**src/rtl/serializer_8b10b_multi.sv**
```systemverilog
// Multi-byte 8b/10b encoder and serializer: encodes NUM_BYTES bytes per word with chained
// running disparity and shifts them out one bit per clock, filling idle slots with fill characters.
//
// state     | meaning
// ----------+-------------------------------------------------------------
// IDLE_FILL | shifting an idle fill frame (or the reset-exit slot)
// SHIFT     | shifting a frame built from an accepted word
module serializer_8b10b_multi #(
    parameter int NUM_BYTES  = 2,
    parameter bit A_FIRST    = 1'b1,
    parameter bit IDLE_COMMA = 1'b1
) (
    input  logic                    i_Clk,
    input  logic                    i_Rst,
    input  logic [8*NUM_BYTES-1:0]  i_Data,
    input  logic [NUM_BYTES-1:0]    i_K,
    input  logic                    i_Valid,
    output logic                    o_Ready,
    output logic                    o_Ser_Data,
    output logic                    o_Ser_Data_Flag,
    output logic [10*NUM_BYTES-1:0] o_10B,
    output logic                    o_RD,
    output logic                    o_Code_Err
);

    localparam int            NBITS     = 10 * NUM_BYTES;
    localparam int            CW        = $clog2(NBITS);
    localparam logic [CW-1:0] LAST      = CW'(NBITS - 1);
    localparam logic [7:0]    FILL_BYTE = IDLE_COMMA ? 8'hBC : 8'hB5;
    localparam logic          FILL_K    = IDLE_COMMA;

    typedef enum logic {
        IDLE_FILL = 1'b0,
        SHIFT     = 1'b1
    } state_t;

    state_t           state_q, state_d;
    logic [CW-1:0]    cnt_q, cnt_d;
    logic [NBITS-1:0] shift_q, shift_d;
    logic [NBITS-1:0] tenb_q, tenb_d;
    logic             rd_q, rd_d;
    logic             err_q, err_d;
    logic             start_q, start_d;

    logic [NBITS-1:0] data_code, idle_code, load_code, load_ser;
    logic             data_rd, idle_rd, data_bad;
    logic             boundary, accept;

    function automatic logic k_legal(input logic [7:0] d);
        return (d[4:0] == 5'd28) ||
               ((d[7:5] == 3'd7) && ((d[4:0] == 5'd23) || (d[4:0] == 5'd27) ||
                                     (d[4:0] == 5'd29) || (d[4:0] == 5'd30)));
    endfunction

    // abcdei as sent at RD-; the RD+ form is the complement where the code is not neutral
    function automatic logic [5:0] enc_6b(input logic [4:0] x, input logic k);
        logic [5:0] c;
        case (x)
            5'd0:    c = 6'b100111;
            5'd1:    c = 6'b011101;
            5'd2:    c = 6'b101101;
            5'd3:    c = 6'b110001;
            5'd4:    c = 6'b110101;
            5'd5:    c = 6'b101001;
            5'd6:    c = 6'b011001;
            5'd7:    c = 6'b111000;
            5'd8:    c = 6'b111001;
            5'd9:    c = 6'b100101;
            5'd10:   c = 6'b010101;
            5'd11:   c = 6'b110100;
            5'd12:   c = 6'b001101;
            5'd13:   c = 6'b101100;
            5'd14:   c = 6'b011100;
            5'd15:   c = 6'b010111;
            5'd16:   c = 6'b011011;
            5'd17:   c = 6'b100011;
            5'd18:   c = 6'b010011;
            5'd19:   c = 6'b110010;
            5'd20:   c = 6'b001011;
            5'd21:   c = 6'b101010;
            5'd22:   c = 6'b011010;
            5'd23:   c = 6'b111010;
            5'd24:   c = 6'b110011;
            5'd25:   c = 6'b100110;
            5'd26:   c = 6'b010110;
            5'd27:   c = 6'b110110;
            5'd28:   c = 6'b001110;
            5'd29:   c = 6'b101110;
            5'd30:   c = 6'b011110;
            default: c = 6'b101011;
        endcase
        if (k && (x == 5'd28)) c = 6'b001111;
        return c;
    endfunction

    // returns {rd_out, a,b,c,d,e,i,f,g,h,j}
    function automatic logic [10:0] encode_byte(input logic [7:0] d, input logic k,
                                                input logic rd_in);
        logic [4:0] x;
        logic [2:0] y;
        logic [5:0] c6;
        logic [3:0] c4;
        logic       rd6;
        logic       alt7;
        x  = d[4:0];
        y  = d[7:5];
        c6 = enc_6b(x, k);
        if (rd_in && (($countones(c6) != 3) || (x == 5'd7))) c6 = ~c6;
        rd6  = rd_in ^ ($countones(c6) != 3);
        alt7 = k || (!rd6 && ((x == 5'd17) || (x == 5'd18) || (x == 5'd20)))
                 || ( rd6 && ((x == 5'd11) || (x == 5'd13) || (x == 5'd14)));
        case (y)
            3'd0:    c4 = 4'b1011;
            3'd1:    c4 = 4'b1001;
            3'd2:    c4 = 4'b0101;
            3'd3:    c4 = 4'b1100;
            3'd4:    c4 = 4'b1101;
            3'd5:    c4 = 4'b1010;
            3'd6:    c4 = 4'b0110;
            default: c4 = alt7 ? 4'b0111 : 4'b1110;
        endcase
        // control characters invert the neutral fghj patterns when following an RD- sub-block
        if (rd6 && (($countones(c4) != 2) || (y == 3'd3))) c4 = ~c4;
        else if (k && !rd6 && ($countones(c4) == 2) && (y != 3'd3)) c4 = ~c4;
        return {rd6 ^ ($countones(c4) != 2), c6, c4};
    endfunction

    always_comb begin
        logic       rd_a;
        logic       rd_b;
        logic [7:0] byte_v;
        logic       k_v;
        logic [10:0] r;
        data_code = '0;
        idle_code = '0;
        data_bad  = 1'b0;
        rd_a      = rd_q;
        rd_b      = rd_q;
        for (int k = 0; k < NUM_BYTES; k++) begin
            byte_v = i_Data[8*k +: 8];
            k_v    = i_K[k];
            if (k_v && !k_legal(byte_v)) begin
                byte_v   = 8'hBC;
                data_bad = 1'b1;
            end
            r = encode_byte(byte_v, k_v, rd_a);
            data_code[10*k +: 10] = r[9:0];
            rd_a = r[10];
            r = encode_byte(FILL_BYTE, FILL_K, rd_b);
            idle_code[10*k +: 10] = r[9:0];
            rd_b = r[10];
        end
        data_rd = rd_a;
        idle_rd = rd_b;
    end

    assign boundary = start_q || (cnt_q == LAST);
    assign o_Ready  = boundary && !i_Rst;
    assign accept   = i_Valid && o_Ready;

    // shift order: position 0 of load_ser leaves first
    always_comb begin
        load_code = accept ? data_code : idle_code;
        load_ser  = '0;
        for (int k = 0; k < NUM_BYTES; k++) begin
            for (int i = 0; i < 10; i++) begin
                load_ser[10*k + i] = A_FIRST ? load_code[10*k + 9 - i] : load_code[10*k + i];
            end
        end
    end

    always_comb begin
        state_d = state_q;
        cnt_d   = cnt_q + 1'b1;
        shift_d = {1'b0, shift_q[NBITS-1:1]};
        tenb_d  = tenb_q;
        rd_d    = rd_q;
        err_d   = 1'b0;
        start_d = start_q;
        if (boundary) begin
            start_d = 1'b0;
            cnt_d   = '0;
            shift_d = load_ser;
            tenb_d  = load_code;
            if (accept) begin
                state_d = SHIFT;
                rd_d    = data_rd;
                err_d   = data_bad;
            end else begin
                state_d = IDLE_FILL;
                rd_d    = idle_rd;
            end
        end
    end

    always_ff @(posedge i_Clk) begin
        if (i_Rst) begin
            state_q <= IDLE_FILL;
            cnt_q   <= '0;
            shift_q <= '0;
            tenb_q  <= '0;
            rd_q    <= 1'b0;
            err_q   <= 1'b0;
            start_q <= 1'b1;
        end else begin
            state_q <= state_d;
            cnt_q   <= cnt_d;
            shift_q <= shift_d;
            tenb_q  <= tenb_d;
            rd_q    <= rd_d;
            err_q   <= err_d;
            start_q <= start_d;
        end
    end

    assign o_Ser_Data      = shift_q[0];
    assign o_Ser_Data_Flag = (state_q == SHIFT);
    assign o_10B           = tenb_q;
    assign o_RD            = rd_q;
    assign o_Code_Err      = err_q;

endmodule
```
**config.mk**
```make
export PLATFORM = sky130hd
export DESIGN_NAME = serializer_8b10b_multi
export DESIGN_NICKNAME = d
export VERILOG_FILES = /design/src/rtl/serializer_8b10b_multi.sv
export SDC_FILE = /design/constraint.sdc
export NUM_CORES = 1
export LEC_CHECK = 0
export CAP_MARGIN = 0
export CORE_MARGIN = 1.5
export CORE_UTILIZATION = 25
export DETAILED_ROUTE_END_ITERATION = 8
export GPL_ROUTABILITY_DRIVEN = 0
export MAX_ROUTING_LAYER = met4
export PLACE_DENSITY = 0.48
export SETUP_SLACK_MARGIN = 0.4
export SYNTH_ARGS = -nofsm -noshare
export SYNTH_HDL_FRONTEND = slang
export SYNTH_SLANG_ARGS = --single-unit
export TNS_END_PERCENT = 30
```
**constraint.sdc**
```tcl
create_clock -name i_Clk -period 21 [get_ports i_Clk]
set_clock_uncertainty 0.2 [all_clocks]
set_input_delay 3.15 -clock i_Clk [delete_from_list [all_inputs] [get_ports i_Clk]]
set_output_delay 3.15 -clock i_Clk [all_outputs]
set_load 0.02 [all_outputs]
```
# After elaboration in Yosys (flattened, before gate mapping)
# Memory sizes are Yosys's and may differ from the RTL's.
# Cells that the tools add are included.
# totals
output_inout_bits	25
mem_count	2
ff_bits	49
in_bits	21
mem_bits_ro	384
# memory_table
memory	depth	word_bits	read_ports	rd_clocked_by_memory_dff	wr	line	rtl
(name not given)	32	6	1	0	0	58	case (x)
(name not given)	32	6	1	0	0	58	
# classes
n_reduce_logical	57
n_eq_ne	57
add_sub_neg	49
n_bitwise	14
n_mux	24
# op_table
cell	count
$eq 5x5->1 const B	19
$ne 32x3->1 const B	2
$add 1x1->2	30
$pmux 4 s7	2
$add 2x2->3	12
$mux 6	6
$mux 4	8
$eq 5x4->1 const B	6
$logic_or 1x1->1	25
$add 3x2->4	6
$eq 3x3->1 const B	8
$ne 4x2->1 const B	6
$logic_and 1x1->1	22
$mux 20	1
$mux 19	1
$eq 3x2->1 const B	6
$ne 3x2->1 const B	6
$mux 8	2
$not 6->6	2
$eq 5x3->1 const B	2
$not 4->4	2
$xor 1x1->1	8
$eq 3x1->1 const B	2
$logic_not 3->1	2
other kinds (6)	15

# Logic depth before layout (Yosys ltp)
# depth
word_depth	66
mapped_depth	77
depth_no_buf	75

# Worst setup path after synthesis
# OpenSTA, ideal clock, no wires.
# synth_timing
path_type	input-to-reg
start	input i_Data[7]
end	register with a tool-made name
required_time_ps	20730
arrival_ps	19614
path_stages	72
path_slack_ps	1116
setup_ps	70
path_cell_list	buf_2 > and3_1 > nor2_1 > o41ai_4 > nand2_1 > inv_1 > ha_1 > clkbuf_1 > a21oi_1 > a311o_1 > o221ai_1 > nand2_1 > fa_1 > inv_1 > fa_1 > inv_1 > ha_1 > inv_1 > (+36 left out) > xnor2_4 > mux2i_1 > o311ai_4 > fa_1 > inv_1 > ha_1 > ha_1 > nor3b_1 > o311ai_0 > mux2i_4 > xnor2_1 > ha_1 > ha_1 > ha_1 > nor3b_1 > xor2_1 > nand2_1 > a21oi_1
# synth_rtl
item	line	rtl
start: declaration	15	input logic [8*NUM_BYTES-1:0] i_Data,

==> flow_metrics.env <==
export IMPL_cts_sinks=49
export IMPL_seq_area_um2=981
export IMPL_layout_drive_gt1_share_pct=15.1
export IMPL_cts_root_buf="clkbuf_16"
export IMPL_num_vias=3888
export IMPL_ys_ff_latch=49
export IMPL_die_y_um=135
export IMPL_cts_buffers=5
export IMPL_drc_errors=0
export IMPL_maxClockFrequency_mhz=51.2
export IMPL_netlist_top_cells_count="49 x dfxtp_1, 42 x inv_1, 40 x nand2_1, 39 x a21oi_1, 37 x nor2_1"
export IMPL_synth_cell_types=85
export IMPL_hold_path_class="flip-flop to flip-flop"
export IMPL_ys_seq_area_share_pct=22.5
export IMPL_synth_compound_area_share_pct=26.1
export IMPL_hold_violations=0
export IMPL_fillers=1845
export IMPL_async_flop_share_pct=0
export IMPL_worst_hold_startpoint="shift_q[2]"
export IMPL_synthCells=510
export IMPL_start_util_pct=25.3
export IMPL_antenna_found_initial=0
export IMPL_crit_type="input pin to flip-flop"
export IMPL_syn_area_per_cell_um2=8.53
export IMPL_die_area_um2=18200
export IMPL_routed_via_density=4.90
export IMPL_yosysTopAreaCellShare_pct=22.5
export IMPL_max_slew_margin_pct=46.8
export IMPL_coreArea_um2=17200
export IMPL_synth_nets=578
export IMPL_tightest_slew_ps=790
export IMPL_synth_edff_count=0
export IMPL_cts_buffer_depth=2
export IMPL_ys_top_cells_by_area="dfxtp_1 23%, ha_1 10%, fa_1 5.5%, a21oi_1 4.5%, a21o_1 4.0%"
export IMPL_rsz0062_at_grt="false"
export IMPL_clk_latency_ps=290
export IMPL_regToRegSetupSlack_ps=8420
export IMPL_synthAdderAreaFrac_pct=15.6
export IMPL_period_minus_slack_ps=19550
export IMPL_finalSetupViolations=0
export IMPL_ant_nets=0
export IMPL_post_synth_top_count_cell="dfxtp_1"
export IMPL_hpwl_um=8820
export IMPL_drv_slew=0
export IMPL_rows=48
export IMPL_min_to="shift_q[1]"
export IMPL_die_x_um=135
export IMPL_critPathLaunchType="input pin"
export IMPL_worstRegToRegCells=56
export IMPL_cp_common_cell="ha_1"
export IMPL_fin_util_pct=31.2
export IMPL_synth_top_family_by_area="compound AO/OA/AOI/OAI gates"
export IMPL_worstPathRequired_ps=21010
export IMPL_grt_pass1_wl_um=18700
export IMPL_ys_warn_count=0
export IMPL_grt_max_degree=22
export IMPL_io_buffers=45
export IMPL_cts_setup_buffers=0
export IMPL_synthSimpleGateAreaFrac_pct=17.3
export IMPL_initialDrtViolationCount=195
export IMPL_diodes=0
export IMPL_path_clk_slew_ps=70
export IMPL_wl_per_cell_um=14.1
export IMPL_maxCapViolCount=0
export IMPL_outcome="complete, no violations"
export IMPL_overflow=0
export IMPL_synth_xor_area_share_pct=7.02
export IMPL_synth_ff_type="dfxtp_1"
export IMPL_ios=46
export IMPL_tns_ps=0
export IMPL_synth_top_area_cell="dfxtp_1"
export IMPL_worst_setup_path_end_kind="flip-flop"
export IMPL_critPathMaxStageDelay_ps=580
export IMPL_track_usage_pct=12.9
export IMPL_worstPathArrival_ps=19560
export IMPL_dr_pass1_iters=5
export IMPL_crit_slowest_cell="clkdlybuf4s50_1"
export IMPL_wl_um=11200
export IMPL_htreeDepth=2
export IMPL_first_global_vias=3890
export IMPL_cts_tree="yes"
export IMPL_finalCritPeriodShare_pct=93.1
export IMPL_finalNetCount=636
export IMPL_worstPathMaxFanout=6
export IMPL_area_delta_synth_final_pct=23.1
export IMPL_syn_area_um2=4350
export IMPL_hold_ws_ps=226
export IMPL_hold_depth=1
export IMPL_multi_input_area_um2=3070
export IMPL_synthMuxAreaShare_pct=2.90
logic make-up after synthesis:
| group | Yosys count |
|---|---|
| mux | 10 |
| fa+ha+maj | 47 |
| compound gates | 153 |
| buf+inv | 72 |
| simple gates | 148 |
| flops | 49 |
| xor+xnor | 31 |
final cells by class:
class                      instances  share of cell area (%)
inverter                          44                    3.08
tap                              225                    5.26
clock buffer                       5                    2.34
clock inverter                     3                   0.467
multi-input combinational        389                    57.3
timing repair buffer              79                    13.2
sequential                        49                    18.3
state kept, by name (all words and copies together), names as in the netlist, named ones only:
name and count:
start_q 1, o_Code_Err 1, cnt_q 5, o_Ser_Data_Flag 1
shift_q 20, o_10B 20
worst max-delay path by stage:
stage / from / endpoint / slack (ps) / cells past startpoint
floorplan: i_Data[7] / flip-flop / 1120 / 72
global placement: i_Data[7] / flip-flop / 600 / 73
detailed placement: i_Data[7] / flip-flop / 320 / 75
CTS: i_Data[7] / flip-flop / 540 / 75
global route: i_Data[6] / flip-flop / 440 / 75
finish: i_Data[6] / flip-flop / 1450 / 75
cell usage in the layout, fill, tap and decap left out, types with 4 or more instances in the layout:
| cell type | n |
|---|---|
| nand2b_1 | 10 |
| nand4_1 | 4 |
| fa_1 | 12 |
| o31ai_1 | 6 |
| dfxtp_1 | 49 |
| nand2_1 | 40 |
| nor2b_1 | 7 |
| o311a_1 | 4 |
| xor2_1 | 11 |
| nor3_1 | 6 |
| o21ba_2 | 5 |
| nor2_1 | 36 |
| ha_1 | 34 |
| and2_1 | 4 |
| a21o_1 | 23 |
| or2_2 | 4 |
| a21oi_1 | 38 |
| nand3_1 | 10 |
| clkdlybuf4s50_1 | 44 |
| o21ai_0 | 23 |
| clkbuf_16 | 5 |
| a31oi_1 | 5 |
| mux2i_1 | 6 |
| buf_4 | 34 |
| inv_1 | 42 |
| xnor2_1 | 18 |
per-stage QoR:
| stage | instance area, um2 | instances | setup WS (ps) |
|---|---|---|---|
| 2_1_floorplan | 4350 | 510 | 1120 |
| 3_3_place_gp | 5130 | 786 | 602 |
| 3_5_place_dp | 5130 | 786 | 321 |
| 4_1_cts | 5290 | 794 | 545 |
| 5_1_grt | 5350 | 794 | 444 |
| 6_report | 5350 | 794 | 1450 |
what timing repair did:
| action | 4_1_cts | 5_1_grt |
|---|---|---|
| endpoints found under the hold margin | 0 | 0 |
| endpoints found under the setup margin | 0 | 8 |
| hold buffers | 0 | 0 |
| resized for setup | 0 | 17 |
per-layer routing:
metal | track usage (%) | part of all wire, % | vias up
li1 | - | - | 1919
met1 | 15.6 | 44 | 1870
met2 | 22.7 | 51 | 91
met3 | 1.43 | 3.8 | 8
met4 | 3.23 | 1.3 | 0
met5 | - | 0 | -
worst max-delay path: cells and delay by family:
family	cells	cell delay [ps]
fa+ha+maj	25	8120
mux	2	530
simple gates	14	2280
compound gates	12	2160
buf+inv	14	1690
xor+xnor	8	1630
Power is not shown: default switching activity piles up to over one toggle a cycle in this logic, so the estimate is an artifact.
==> variant 1: new RTL, same settings <==
Set the parameter `NUM_BYTES` to 4 (it was 2).
--- a/src/rtl/serializer_8b10b_multi.sv
+++ b/src/rtl/serializer_8b10b_multi.sv
@@ -7,5 +7,5 @@
 // SHIFT     | shifting a frame built from an accepted word
 module serializer_8b10b_multi #(
-    parameter int NUM_BYTES  = 2,
+    parameter int NUM_BYTES  = 4,
     parameter bit A_FIRST    = 1'b1,
     parameter bit IDLE_COMMA = 1'b1
Interface: changed (resized i_Data, i_K and o_10B); port bits go from 46 to 84. The function was not compared with the original's and may differ.
==> variant 1 against the unedited design <==
  * The run now ends with negative setup slack left
  * Critical path type unchanged
  * Cell area increased by 120%
  * Cell count increased by 100%
  * Sequential cell count increased by 41
  * Non-clock buffer count increased by 232
  * Wire length increased by 120%
  * Synthesized area increased by 79%
  * Worst setup slack got worse by 10 ns
Power is left out: the tool's default activity adds up to more than one toggle a clock period on the data nets, which glitch-free logic cannot reach.
==> variant 1: results <==
[route]
drt_iter0_drc = 311
met3_wirelength_um = 747
routed-wl-met2_um = 12200
wl_per_cell_um = 15.2
vias_per_cell = 4.76

[layout]
fillerInstances = 3064
buf_share = 0.218
multiInputCombCellCount = 735
final_cells = 1615
final_layout_size_suffix_gt1_frac = 0.322
n_all_inverters = 67
multi_input_area_share = 0.535
seq_cell_count = 90
clock_area_frac = 0.0291
nets = 1344
nClkBuffers = 10
fin_area_um2 = 11800

[synth]
avgSynthCellArea_um2 = 8.22
netlist_top_cells_count = dfxtp_1, nand2_1, nor2_1, a21oi_1, ha_1
synth_area_leaders = dfxtp_1, ha_1, a21o_1
synth_cell_types = 81
synthesis.nets = 1078

[worst_setup_path]
slowest_delay_ns = 0.52
critPathMaxFanout = 4
cp.arrival_ns = 29.93
cp_slowest_cell = fa_1

[timing]
setup-violations-final = 29
relSlewSlack = 0.293
fin_ws_ns = -8.87
finalSetupTns_ns = -149.56

[global_routing]
grt_max_degree = 55
track_usage = 0.155
use_met3 = 0.0194
met1_usage = 0.192
first_global_vias = 7644
grt_pass1_wl_um = 39800
use_met2 = 0.268

[clock_tree]
clock_latency_ns = 0.35
cts_buffers = 9

[placement]
io_buffers = 83
hpwl_um = 18200
placed_area_um2 = 10300
post-place-cells = 1526
pre_cts_ws_ns = -9.69

[run_status]
violations = negative setup slack
status = finished with violations
-- variant 1: cells by family (layout without fill, tap and decap cells) --
group / Yosys count / in the layout / synth area share
AOI/OAI and AO/OA: 293 / 293 / 0.262
xor gates and xnor gates: 59 / 59 / 0.0737
and+or+nand+nor: 273 / 273 / 0.172
DFF: 90 / 90 / 0.231
buffers and inverters: 123 / 394 / 0.0631
muxes: 18 / 18 / 0.0267
adders and majority gates: 92 / 92 / 0.171
-- variant 1: final timing paths --
kind                                  from         end  slack, ns  cells after the start
worst max-delay path             i_Data[3]   flip-flop      -8.87                    139
worst min-delay path            shift_q[4]  shift_q[3]       0.22                      1
worst max register to register   flip-flop   flip-flop      -2.70                    112
worst min register to register  shift_q[4]  shift_q[3]       0.22                      1
-- variant 1: timing repair --
item	CTS	global route
endpoints found under the hold margin	0	0
setup buffers	66	7
hold buffers	0	0
endpoints found under the setup margin	29	29
resized for setup	87	37
pin swaps	83	53
==> variant 2: new RTL, config.mk and constraints unchanged <==
Without the edit above. Reset style: asynchronous (`i_Rst`), changed in one clocked block.
--- a/src/rtl/serializer_8b10b_multi.sv
+++ b/src/rtl/serializer_8b10b_multi.sv
@@ -194,5 +194,5 @@
     end
 
-    always_ff @(posedge i_Clk) begin
+    always_ff @(posedge i_Clk or posedge i_Rst) begin
         if (i_Rst) begin
             state_q <= IDLE_FILL;
Check against the original RTL: differs if i_Rst is asserted again (counterexample within 4 cycles, from zero or initial values and one cycle with i_Rst high); with i_Rst held inactive, the same outputs for 10 cycles.
==> variant 2 against the unedited design <==
  * Worst setup slack better by 0.021 ns
  * Sequential cell count unchanged
  * Global-route usage down 0.30 points
  * Synthesized area down 0.66%
  * Count of clock-buffer cells in the layout up 1
  * Utilization up 0.38 points
  * Wire length down 1.3%
  * Cell area down 1.2%
Power is not shown: default switching activity piles up to over one toggle a cycle in this logic, so the estimate is an artifact.
==> variant 2: results <==
[run_status]
status = completed

[synth]
netlist_top_cells_count = nand2_1, dfrtp_1, nor2_1, inv_1, o21ai_0
synth_xor_area_frac = 0.0666
dominantRegCellSynth = dfrtp_1
synth_cell_types = 69
synthesis.nets = 574
seq_area_frac_synth = 0.284
muxShareOfSynthArea = 0.0339
syn_inst = 506
synth_area_leaders = dfrtp_1, ha_1, fa_1
synth_compound_area_frac = 0.224
synthAdderAreaFrac = 0.159
synth-async-reset-ratio = 1.00

[floorplan]
coreArea_um2 = 16800

[clock_tree]
clock_latency_ns = 0.28
cts_buffers = 5
htree_levels = 2
clkTransAtPathRegs_ns = 0.07
clock_sinks = 49
cts_root_buffer = clkbuf_16

[layout]
nets = 618
antenna_cells = 0
final_layout_size_suffix_gt1_frac = 0.100
final_cells = 770

[min_path]
hold_path.class = flip-flop to flip-flop
hold_end = shift_q[0]
hold_depth = 1
hold_start = shift_q[1]

[global_routing]
use_met3 = 0.0101
use_met2 = 0.210
grt_pass1_wl_um = 18300
track_usage = 0.126
grt_antenna_before_repair = 0
grt_max_degree = 52
grt_overflow = 0
met1_usage = 0.170

[worst_setup_path]
cp_slowest_cell = fa_1
critPathMaxFanout = 12
reg2reg_depth = 52
slowest_delay_ns = 0.55
r2r_slack_ns = 8.25
cp.arrival_ns = 19.47

[route]
via_count = 3748
drt-met1-wl_um = 5220
dr.pass1.iters = 7
met3_wirelength_um = 333
top_layer = met4
routed_wl_um = 11000
drt_iter0_drc = 208
routed-wl-met2_um = 5430

[placement]
placed_area_um2 = 5050
hpwl_um = 8340
io_buffers = 45
pre_cts_ws_ns = 0.0375
post-place-cells = 758

[timing]
relSlewSlack = 0.354
finalSetupTns_ns = 0
hold_ws_ns = 0.250
==> variant 2: changes by cell type after synthesis, sizes merged, moves of 6 or more <==
cell,unedited run,this run
a21o,23,14
nand2,42,54
dfxtp,49,0
o21ba,6,0
o211ai,2,8
a21oi,40,31
dfrtp,0,48
o21ai,26,37
nor2b,8,2
==> variant 2: cells by family after synthesis <==
family	after synthesis
xor gates and xnor gates	29
muxes	13
other	1
adders and majority gates	48
AOI/OAI and AO/OA	143
and+or+nand+nor	159
DFF	49
buffers and inverters	64
==> variant 2: worst max path at each step <==
| stage | startpoint | endpoint | slack, ns | depth (start not counted) |
|---|---|---|---|---|
| 2_1_floorplan | i_Data[2] | flip-flop | 0.79 | 72 |
| 3_3_place_gp | i_Data[7] | flip-flop | 0.37 | 71 |
| 3_5_place_dp | i_Data[7] | flip-flop | 0.04 | 71 |
| 4_1_cts | i_Data[7] | flip-flop | 0.51 | 71 |
| 5_1_grt | i_Data[5] | flip-flop | 0.33 | 72 |
| 6_report | i_Data[1] | flip-flop | 1.48 | 71 |
==> variant 2: worst max-delay path, delay by kind of cell <==
family / cells / cell delay [ns]
fa+ha+maj: 23 / 7.59
xor+xnor: 7 / 1.11
compound gates: 13 / 2.59
buf+inv: 12 / 1.22
mux: 4 / 0.98
simple gates: 12 / 2.78
==> variant 2: cell type report <==
cell class                 count  area [um^2]
fill                        1732        11500
multi-input combinational    393         2910
sequential                    49         1230
timing repair buffer          62          578
tap                          220          275
inverter                      39          146
clock buffer                   6          139
clock inverter                 1         7.51
==> variant 2: what timing repair did <==
action / 4_1_cts / 5_1_grt
setup endpoints to repair: 1 / 9
setup buffers: 0 / 5
resized for setup: 1 / 13
pin swaps: 0 / 2
endpoints found under the hold margin: 0 / 0
